### src/rtl/shift_reg_pkg.sv
// rtl/shift_reg_pkg.sv - mode encodings shared by all users of the universal shift register
package shift_reg_pkg;

  localparam logic [1:0] MODE_HOLD = 2'b00;
  localparam logic [1:0] MODE_SHL  = 2'b01;
  localparam logic [1:0] MODE_SHR  = 2'b10;
  localparam logic [1:0] MODE_LOAD = 2'b11;

endpackage

### src/rtl/univ_shift_reg.sv
// rtl/univ_shift_reg.sv - universal shift register with shift counter; UNIV_SHIFT_ROTATE_EN enables rotate
module univ_shift_reg
  import shift_reg_pkg::*;
#(
  parameter int              WIDTH     = 8,
  parameter logic [WIDTH-1:0] RESET_VAL = '0,
  localparam int             CNT_W     = $clog2(WIDTH + 1)
) (
  input  logic             clk_i,
  input  logic             reset_i,
  input  logic             en_i,
  input  logic [1:0]       mode_i,
  input  logic [WIDTH-1:0] d_i,
  input  logic             sin_i,
  input  logic             rot_i,
  output logic [WIDTH-1:0] q_o,
  output logic             sout_msb_o,
  output logic             sout_lsb_o,
  output logic [CNT_W-1:0] shift_cnt_o,
  output logic             done_o
);

  logic [WIDTH-1:0] q_q, q_d;
  logic [CNT_W-1:0] cnt_q;
  logic             done_q;
  logic             fill_l, fill_r;
  logic             is_shift;

`ifndef UNIV_SHIFT_ROTATE_EN
  // rot is kept on the port list so both builds share one footprint
  logic unused_rot;
  assign unused_rot = rot_i;
`endif

  assign is_shift = (mode_i == MODE_SHL) || (mode_i == MODE_SHR);

  // Next register value: pick fill bits, then apply the selected mode
  always_comb begin
    fill_l = sin_i;
    fill_r = sin_i;
`ifdef UNIV_SHIFT_ROTATE_EN
    if (rot_i) begin
      fill_l = q_q[WIDTH-1];
      fill_r = q_q[0];
    end
`endif
    q_d = q_q;
    case (mode_i)
      MODE_SHL:  q_d = {q_q[WIDTH-2:0], fill_l};
      MODE_SHR:  q_d = {fill_r, q_q[WIDTH-1:1]};
      MODE_LOAD: q_d = d_i;
      default:   q_d = q_q;
    endcase
  end

  // Data register: reset overrides enable, en=0 freezes contents
  always_ff @(posedge clk_i) begin
    if (reset_i) begin
      q_q <= RESET_VAL;
    end else if (en_i) begin
      q_q <= q_d;
    end
  end

  // Shift counter: wraps after WIDTH shifts and pulses done with the last shifted value
  always_ff @(posedge clk_i) begin
    if (reset_i) begin
      cnt_q  <= '0;
      done_q <= 1'b0;
    end else begin
      done_q <= 1'b0;
      if (en_i) begin
        if (mode_i == MODE_LOAD) begin
          cnt_q <= '0;
        end else if (is_shift) begin
          if (cnt_q == CNT_W'(WIDTH - 1)) begin
            cnt_q  <= '0;
            done_q <= 1'b1;
          end else begin
            cnt_q <= cnt_q + CNT_W'(1);
          end
        end
      end
    end
  end

  assign q_o         = q_q;
  assign sout_msb_o  = q_q[WIDTH-1];
  assign sout_lsb_o  = q_q[0];
  assign shift_cnt_o = cnt_q;
  assign done_o      = done_q;

endmodule

### config.mk
export PLATFORM = sky130hd
export DESIGN_NAME = univ_shift_reg
export DESIGN_NICKNAME = d
export VERILOG_FILES = /design/src/rtl/shift_reg_pkg.sv /design/src/rtl/univ_shift_reg.sv
export SDC_FILE = /design/constraint.sdc
export NUM_CORES = 1
export LEC_CHECK = 0
export BUFFER_PORTS_ARGS = -buffer_cell sky130_fd_sc_hd__buf_2
export CORE_MARGIN = 3
export CORE_UTILIZATION = 48
export CTS_CLUSTER_SIZE = 8
export DETAILED_ROUTE_END_ITERATION = 10
export GPL_TIMING_DRIVEN = 0
export PLACE_DENSITY = 0.81
export RECOVER_POWER = 25
export SYNTH_ARGS = -nofsm -noshare
export SYNTH_HDL_FRONTEND = slang
export SYNTH_SLANG_ARGS = --single-unit
export TNS_END_PERCENT = 5
### constraint.sdc
create_clock -name clk_i -period 2.1 [get_ports clk_i]
set_input_delay 0.21 -clock clk_i [delete_from_list [all_inputs] [get_ports clk_i]]
set_output_delay 0.21 -clock clk_i [all_outputs]
set_load 0.02 [all_outputs]
Yosys cells after proc, flatten, opt, wreduce, memory -nomap -nowiden:

Index checks and enable logic that the tools add are counted.

* register bits: 13
* input bits: 15

* add/subtract/negate cells: 1
* equality and inequality tests: 4
* multiplexer cells: 5
* bitwise logic cells: 2
* reductions and logical operators: 6

Operator list (number)
* $pmux W8 S3: 1
* $mux W4: 3
* $add A4 B1 Y4 const B: 1
* $eq A2 B2 Y1 const B: 2
* $eq A4 B3 Y1 const B: 1
* $reduce_and A2 Y1: 2
* $reduce_or A4 Y1: 1
* $reduce_bool A3 Y1: 1
* $eq A2 B1 Y1 const B: 1
* $not A1 Y1: 2
* $reduce_bool A2 Y1: 1
* $logic_or A1 B1 Y1: 1
* $mux W1: 1

Longest topological paths before layout:

* depth in word-level cells: 4
* depth in mapped cells: 7
* gate-level depth less buffers: 5

Least setup slack after synthesis:

OpenSTA, ideal clock, no wires.

* path kind: register to register
* start point: reg cnt_q[0] (netlist: shift_cnt_o[0])
* end point: reg cnt_q[0] (netlist: shift_cnt_o[0])
* setup time: 70 ps
* arrival: 1293 ps
* required time: 2030 ps
* slack: 736 ps
* stages on the path, launching flop included: 5
* path buffers: 0
* clock period less this slack: 1364 ps
* path through: dfxtp_1 ha_1 nand3b_1 or4b_1 a21oi_1

* longest elaborated chain between the ends: 4
* elaborated cells on any way between the ends: 5
* classes of those cells: 1 x add/sub; 1 x eq/ne; 3 x mux

Ends and longest elaborated chain
* start: declaration: RTL line univ_shift_reg.sv:24 `logic [CNT_W-1:0] cnt_q;`
* start signal: assignment: RTL line univ_shift_reg.sv:80 `cnt_q <= cnt_q + CNT_W'(1);`
* $add A4 B1 Y4 / $eq A4 B3 Y1 (equally long branches): RTL line univ_shift_reg.sv:80, univ_shift_reg.sv:76
* $mux W4 (*): RTL line univ_shift_reg.sv:76 `if (cnt_q == CNT_W'(WIDTH - 1)) begin`
* $mux W4 (*): RTL line univ_shift_reg.sv:75 `end else if (is_shift) begin`
* $mux W4 (*): RTL line univ_shift_reg.sv:73 `if (mode_i == MODE_LOAD) begin`

Every way passes the cells marked *; elsewhere a longest branch is shown, timed or not. The select of a mux whose other input is x is not followed.
A chain may end at the register's enable or synchronous reset.

Final worst setup path:

Same ends and word-level chain as after synthesis.

==> impl_metrics.json <==
{
  "tightest_slew_ns": 0.481,
  "cts_tree": "done",
  "reg2regPathDepth": 4,
  "ff2ff_setup_slack_ns": 0.73,
  "power_uw": 552,
  "syn_avg_cell_area_um2": 8.84,
  "numCtsBuffers": 3,
  "vias": 726,
  "port_buffers": 28,
  "syn_inst": 79,
  "syn_area_um2": 698,
  "synth_nets": 98,
  "mostFrequentLayoutCell": "buf_2",
  "hold_violations": 0,
  "grt_max_degree": 11,
  "crit_path_start": "shift_cnt_o[0]",
  "pin_count": 30,
  "hp-class": "input pin to register",
  "finalSetupViolCount": 0,
  "finalSetupTns_ns": 0,
  "hold-worst-slack_ns": 0.151,
  "rsz0062_at_grt": "no",
  "drt_iter0_drc": 16,
  "drive_above_1_share_pct": 29.7,
  "diodes": 0,
  "cts.sinks": 13,
  "netlist-cell-type-count": 22,
  "report.final.slew_viol_count": 0,
  "slew_headroom_pct": 67.9,
  "endpoint_kind": "register",
  "drv_cap": 0,
  "period_share_pct": 65.1,
  "finalCriticalPeriod_ns": 1.37,
  "gp_congestion": 0.814,
  "clkLatencyLatePin_ns": 0.27,
  "ctsHoldBuffers": 0,
  "vdd_drop_max_mv": 0.470,
  "reg2reg_to": "shift_cnt_o[0]",
  "dieArea_um2": 1950,
  "cts_buffer_depth": 2,
  "grt_overflow": 0,
  "drt_wl_total_um": 1760,
  "critPathLaunchType": "register",
  "crit_required_ns": 2.30,
  "cpPeakStageDelay_ns": 0.44,
  "core_um2": 1330,
  "start_util_pct": 52.3,
  "antenna_found_initial": 0,
  "layout.nets": 131,
  "chipHeight_um": 44.1,
  "criticalPathCategory": "register to register",
  "yosysSeqAreaShare_pct": 37.3,
  "dr_wl_met3_um": 88,
  "via_per_inst": 5.76,
  "status": "finished, final reports clean",
  "wl_met2_um": 853,
  "max_freq_mhz": 732,
  "dr.pass1.iters": 4,
  "arrival_ns": 1.57,
  "power_per_cell_area_nw_per_um2": 631,
  "postCtsSetupBuffers": 0,
  "root_buffer": "clkbuf_4",
  "wl_met1_um": 792,
  "skew_ns": 0.000380,
  "area.growth.synth_to_final_pct": 25.4,
  "ys_ff_latch": 13,
  "postRouteAntennaNets": 0,
  "endpoint": "shift_cnt_o[0]",
  "grt.total_usage_pct": 19.4,
  "ctsResizeCount": 0,
  "highest_layer": "met4",
  "rows": 13,
  "grt_pass1_vias": 673,
  "dp_hpwl_um": 1310,
  "cp_cell_sequence": "ha_1 > nand3b_1 > or4b_1 > a21oi_1",
  "die_x_um": 44.1,
  "grt_pass1_wl_um": 2850,
  "drc_errors": 0,
  "cts-htree-levels": 1,
  "drt-wirelength-per-cell_um": 13.9,
  "crit_slowest_cell": "or4b_1",
  "leakagePower_uw": 0.000382,
  "crit_fanout": 6,
  "clk_pin_slew_worst_paths_ns": 0.08,
  "mostFrequentLayoutCells": "24 x buf_2, 13 x dfxtp_1, 10 x nand2_1, 10 x nor2_1",
  "r2r_start": "shift_cnt_o[0]",
  "yosys_warnings": 0
}
## worst min path at each step
stage	from	endpoint	slack, ns	depth (start not counted)
global placement	reset_i	q_o[7]	0.42	2
global route	reset_i	q_o[5]	0.15	2
detailed placement	reset_i	q_o[7]	0.43	2
finish	reset_i	q_o[7]	0.15	2
CTS	reset_i	q_o[7]	0.14	2
floorplan	reset_i	q_o[5]	0.28	1
## Yosys cell counts
cell | count | area share (%)
nand4bb_1 | 1 | 1.6
a311oi_1 | 8 | 10
buf_4 | 3 | 3.2
or4b_1 | 2 | 2.9
nor2b_1 | 1 | 0.90
nor2_1 | 10 | 5.4
buf_2 | 2 | 1.4
inv_1 | 2 | 1.1
a21oi_1 | 4 | 2.9
nand2b_4 | 1 | 2.0
nand2_1 | 10 | 5.4
buf_6 | 1 | 1.6
o21ai_0 | 2 | 1.4
nand3b_1 | 2 | 2.1
a31oi_1 | 1 | 0.90
a22oi_1 | 8 | 8.6
nand4b_1 | 1 | 1.3
and4b_1 | 1 | 1.4
dfxtp_1 | 13 | 37
nor2_2 | 1 | 0.90
ha_1 | 4 | 7.2
clkbuf_1 | 1 | 0.54
## cells by family (layout without fill, tap and decap cells)
kind of cell	after synthesis	after routing	share of synthesized area (%)
and+or+nand+nor	30	30	23.8
DFF	13	13	37.3
adders and majority gates	4	4	7.17
AOI/OAI and AO/OA	23	23	23.8
buffers and inverters	9	41	7.88
## metal layers
layer,track usage (%),vias to the layer above
li1,-,360
met1,23.3,346
met2,31.7,18
met3,4.07,2
met4,11.4,0
met5,0,-
## registers in the layout, summed over array words and instances, names as in the netlist
name         cells
shift_cnt_o      4
q_o              8
done_o           1
## power by group
group          switching [µW]  internal [µW]
Sequential               14.7            261
Clock                    79.8           73.4
Combinational            72.9           50.9
Total                     167            385
## through the flow
step                std cells  worst slack [ns]  utilization, %  cell area (µm²)
global placement          122             0.649            64.3              857
global route              126             0.659            65.7              876
detailed placement        122             0.655            64.3              857
finish                    126             0.734            65.7              876
CTS                       126             0.723            66.2              883
floorplan                  79             0.736               -              698
## area by class of cell
| type | count | area, µm² |
|---|---|---|
| Timing Repair Buffer | 28 | 133 |
| Buffer | 7 | 47.5 |
| Sequential cell | 13 | 260 |
| Clock buffer | 4 | 26.3 |
| Fill cell | 128 | 458 |
| Inverter | 2 | 7.51 |
| Multi-Input combinational cell | 57 | 383 |
| Tap cell | 15 | 18.8 |
## critical path, delay by kind of cell (launching register included)
family	cells	cell delay (ns)
fa+ha+maj	1	0.24
compound gates	1	0.14
simple gates	2	0.56
flops	1	0.36
(Power assumes the default switching activity.)
